$ cat config.mk
export PLATFORM = sky130hd
export DESIGN_NAME = stream_demux
export DESIGN_NICKNAME = d
export VERILOG_FILES = /design/src/rtl/stream_demux.sv
export SDC_FILE = /design/constraint.sdc
export NUM_CORES = 1
export LEC_CHECK = 0
export CORE_MARGIN = 3
export CORE_UTILIZATION = 45
export DETAILED_ROUTE_END_ITERATION = 16
export GPL_TIMING_DRIVEN = 1
export PLACE_DENSITY = 0.78
export SYNTH_ARGS = -nofsm -noshare
export SYNTH_HDL_FRONTEND = slang
export SYNTH_SLANG_ARGS = --single-unit
$ cat constraint.sdc
create_clock -name clk -period 2.6 [get_ports clk]
set_input_delay 0.39 -clock clk [delete_from_list [all_inputs] [get_ports clk]]
set_output_delay 0.39 -clock clk [all_outputs]
set_load 0.05 [all_outputs]
$ cat src/rtl/stream_demux.sv
// Registered 1-to-NUM_OUT valid/ready demultiplexer with one output register per lane,
// broadcast mode and out-of-range select drop accounting.
module stream_demux #(
  parameter int WIDTH   = 8,
  parameter int NUM_OUT = 4,
  parameter int SEL_W   = 2
) (
  input  logic                     clk,
  input  logic                     rst_n,
  input  logic [WIDTH-1:0]         din,
  input  logic [SEL_W-1:0]         sel,
  input  logic                     bcast,
  input  logic                     in_valid,
  output logic                     in_ready,
  output logic [NUM_OUT*WIDTH-1:0] dout,
  output logic [NUM_OUT-1:0]       out_valid,
  input  logic [NUM_OUT-1:0]       out_ready,
  output logic                     err,
  output logic [7:0]               drop_cnt
);

  logic [NUM_OUT-1:0]       valid_r;
  logic [NUM_OUT*WIDTH-1:0] data_r;
  logic                     err_r;
  logic [7:0]               drop_cnt_r;

  logic [NUM_OUT-1:0]       can_wr_s;
  logic [NUM_OUT-1:0]       hit_s;
  logic [NUM_OUT-1:0]       wr_s;
  logic                     sel_ok_s;
  logic                     in_ready_s;
  logic                     accept_s;
  logic                     drop_s;

  function automatic logic [7:0] sat_inc(input logic [7:0] v);
    if (v == 8'hFF) begin
      return 8'hFF;
    end else begin
      return v + 8'd1;
    end
  endfunction

  // A full lane that is being drained this cycle can be refilled on the same edge.
  assign can_wr_s = ~valid_r | out_ready;

  // One-hot decode of the unicast target; all-zero means sel is out of range.
  always_comb begin
    hit_s = {NUM_OUT{1'b0}};
    for (int k = 0; k < NUM_OUT; k++) begin
      if (sel == SEL_W'(k)) begin
        hit_s[k] = 1'b1;
      end else begin
        hit_s[k] = 1'b0;
      end
    end
  end

  // Handshake decision and per-lane write enables.
  always_comb begin
    sel_ok_s   = |hit_s;
    in_ready_s = 1'b1;
    wr_s       = {NUM_OUT{1'b0}};
    drop_s     = 1'b0;
    if (bcast) begin
      in_ready_s = &can_wr_s;
    end else if (sel_ok_s) begin
      in_ready_s = |(hit_s & can_wr_s);
    end else begin
      in_ready_s = 1'b1;
    end
    accept_s = in_valid & in_ready_s;
    if (!accept_s) begin
      wr_s   = {NUM_OUT{1'b0}};
      drop_s = 1'b0;
    end else if (bcast) begin
      wr_s = {NUM_OUT{1'b1}};
    end else if (sel_ok_s) begin
      wr_s = hit_s;
    end else begin
      drop_s = 1'b1;
    end
  end

  // Lane registers; data is cleared on drain so an empty lane always reads zero.
  always_ff @(posedge clk or negedge rst_n) begin
    if (!rst_n) begin
      valid_r <= {NUM_OUT{1'b0}};
      data_r  <= {(NUM_OUT*WIDTH){1'b0}};
    end else begin
      for (int k = 0; k < NUM_OUT; k++) begin
        if (wr_s[k]) begin
          valid_r[k]                <= 1'b1;
          data_r[k*WIDTH +: WIDTH]  <= din;
        end else if (valid_r[k] && out_ready[k]) begin
          valid_r[k]                <= 1'b0;
          data_r[k*WIDTH +: WIDTH]  <= {WIDTH{1'b0}};
        end else begin
          valid_r[k]                <= valid_r[k];
          data_r[k*WIDTH +: WIDTH]  <= data_r[k*WIDTH +: WIDTH];
        end
      end
    end
  end

  // Drop pulse and saturating drop counter.
  always_ff @(posedge clk or negedge rst_n) begin
    if (!rst_n) begin
      err_r      <= 1'b0;
      drop_cnt_r <= 8'd0;
    end else begin
      err_r <= drop_s;
      if (drop_s) begin
        drop_cnt_r <= sat_inc(drop_cnt_r);
      end else begin
        drop_cnt_r <= drop_cnt_r;
      end
    end
  end

  assign in_ready  = in_ready_s;
  assign dout      = data_r;
  assign out_valid = valid_r;
  assign err       = err_r;
  assign drop_cnt  = drop_cnt_r;

endmodule

==> flow_metrics.py <==
metrics = {
    "yosys": {
        "synth_common_cells": "dfrtp_1 (45), nand2_1 (44), clkbuf_1 (20), mux2i_1 (17), nand4_1 (17)",
        "synth-seq-cells": 45,
        "yosys.cell_count.top_type": "dfrtp_1",
        "yosysWarnings": 0,
        "seq_area_frac_synth_pct": 50.9,
        "syn_area_um2": 2210,
        "synthDominantCellAreaShare_pct": 50.9,
        "synth_cell_types": 32,
        "async_flop_share_pct": 100,
        "synthFlopType": "dfrtp_1",
        "synthTopCellsByArea": "dfrtp_1 (51%), mux2i_1 (7.7%), nand2_1 (7.5%)",
        "syn_inst": 225,
        "synth.avg_cell_area_um2": 9.83,
        "yosysTopAreaCell": "dfrtp_1",
        "syn-num-nets": 243,
        "synth_edf_count": 0,
    },
    "timing": {
        "rsz0062_at_grt": "no",
        "fin_crit_sh_pct": 90.2,
        "fin_worst_skew_ps": 4.83,
        "fin_crit_ps": 2350,
        "slew_violations": 0,
        "max_freq_mhz": 426,
        "finalSetupViolCount": 0,
        "hold_slack_ps": 245,
        "finalSetupTns_ps": 0,
        "slew-limit-headroom_pct": 34.1,
        "worst_slew_pin_slew_ps": 989,
        "finalHoldViolCount": 0,
    },
    "power": {
        "seqPwrFrac_pct": 34.4,
        "p_sw_w": 0.00119,
        "combPwrFrac_pct": 45.4,
        "p_leak_nw": 1.33,
        "swShare_pct": 43.0,
        "powerDensity_nw_per_um2": 926,
        "p_int_w": 0.00158,
        "peakVddDrop_uv": 606,
        "clkPwrFrac_pct": 20.2,
    },
    "floorplanning": {
        "die_w_um": 76.1,
        "die_h_um": 76.1,
        "io_pins": 64,
        "initial_utilization_pct": 48.8,
        "rows": 24,
        "core-area_um2": 4530,
        "dieArea_um2": 5790,
    },
    "cells_and_area": {
        "fillCellCount": 344,
        "area_growth_pct": 35.6,
        "drive_above_1_share_pct": 8.27,
        "nets": 295,
        "diodes": 0,
        "utilization_pct": 66.1,
    },
    "outcome": {
        "status": "finished clean",
    },
    "critical_path": {
        "cp.arrival_ps": 1960,
        "crit_fanout": 6,
        "end_kind": "output pin",
        "critPathLaunchType": "input port",
        "crit_type": "in -> out",
        "required_ps": 2210,
    },
    "cts": {
        "cts-root-buf": "clkbuf_8",
        "htree_levels": 2,
        "cts_tree": "built",
        "clkSinkCount": 45,
        "cts_made_buffers": 5,
        "cts-resized-gates": 0,
        "max-clock-path-buffers": 2,
        "clk_pin_slew_ps": 80,
        "cts-hold-fix-buffers": 0,
        "cts_setup_buffers": 0,
        "worst_skew_pair.late_latency_ps": 300,
    },
    "detailed_routing": {
        "first_pass_iters": 4,
        "viasPerCell": 5.52,
        "avgRoutedWirePerCell_um": 16.3,
        "drt_iter0_markers": 168,
        "num_vias": 1894,
        "drc": 0,
        "wirelength_um": 5590,
        "postRouteAntennaNets": 0,
    },
    "placed_design": {
        "place_hpwl_um": 3940,
        "place.gp.congestion": 0.878,
        "port-buffer-count": 63,
    },
    "global_routing": {
        "antenna_found_initial": 0,
        "grt_pass1_wl_um": 9600,
        "grt_overflow": 0,
        "grt_pass1_vias": 1926,
        "grt_max_degree": 46,
        "grt_usage_pct": 20.4,
    },
    "run": {
        "maxCapViolCount": 0,
    },
    "hold_path": {
        "hold_class": "in -> async",
    },
}
cells by family (layout without fill, tap and decap cells):
kind of cell / Yosys count / after routing / synth area share (%)
AND/OR/NAND/NOR: 85 / 85 / 20.4
AO/OA/AOI/OAI: 39 / 39 / 13.8
multiplexers: 17 / 17 / 7.69
buffers and inverters: 38 / 91 / 7.01
other: 1 / 1 / 0.170
flip-flops: 45 / 45 / 50.9
metrics by stage:
step	total power (W)	area, um^2	setup slack (ps)	cells
after floorplan	0.00178	2210	67.6	225
after global placement	0.00221	2880	322	335
after detailed placement	0.00223	2880	235	335
after CTS	0.00279	3000	251	343
after global routing	0.00289	3000	81.3	343
final	0.00278	3000	255	343
power by group through the flow:
stage / Clock [W] / Combinational [W] / Sequential [W]
after floorplan: 0 / 0.000292 / 0.00148
after global placement: 0 / 0.00125 / 0.000963
after detailed placement: 0 / 0.00126 / 0.000968
after CTS: 0.000563 / 0.00127 / 0.000956
after global routing: 0.000592 / 0.00133 / 0.000974
final: 0.000560 / 0.00126 / 0.000954
path summary, 6_finish.rpt:
path / startpoint / end / slack, ps / cells after the start
setup / recovery: out_ready[2] / in_ready / 250 / 6
hold / removal: rst_n / drop_cnt[6] / 250 / 1
setup reg to reg: out_valid[2] / dout[26] / 680 / 6
hold reg to reg: drop_cnt[6] / drop_cnt[6] / 380 / 0
max in group asynchronous: rst_n / dout[26] / 1740 / 1
min in group clk: drop_cnt[6] / drop_cnt[6] / 380 / 0
final cells by class:
class	instances	area, um^2	area share, %
Sequential cell	45	1130	37.5
Tap cell	65	81.3	2.71
Multi-Input combinational cell	142	931	31.0
Timing Repair Buffer	71	696	23.2
Clock buffer	6	82.6	2.75
Inverter	12	45.0	1.50
Clock inverter	2	37.5	1.25
layout by cell type, fill, tap and decap left out, drive strengths merged, types with 2 or more instances in the layout:
cell type      instances
clkbuf                 6
nand2b                 2
nand4                 17
buf                   10
nand3b                 8
nor4                   2
clkdlybuf4s50         61
dfrtp                 45
o21ai                  2
o211ai                 8
a21oi                  9
mux2i                 17
nand2                 44
nor2b                  3
inv                   12
o2111ai               16
critical path, cell delays in order:
cell             delay (ps)
clkdlybuf4s50_1         420
nor2b_1                 540
mux2i_1                 150
a21oi_1                 180
o21ai_1                 110
buf_12                  170
layer usage:
metal	vias to the layer above	global-route usage [%]	part of all wire, %
li1	905	-	-
met3	6	5.67	5.8
met5	-	0	0
met1	909	25.4	42
met4	0	6.34	1.3
met2	74	34.4	51
state kept, by name, indices dropped and copies added, names as in the netlist:
register   cells
out_valid      4
drop_cnt       8
dout          32
err            1
Note: power is estimated with default switching activity, not from simulation.
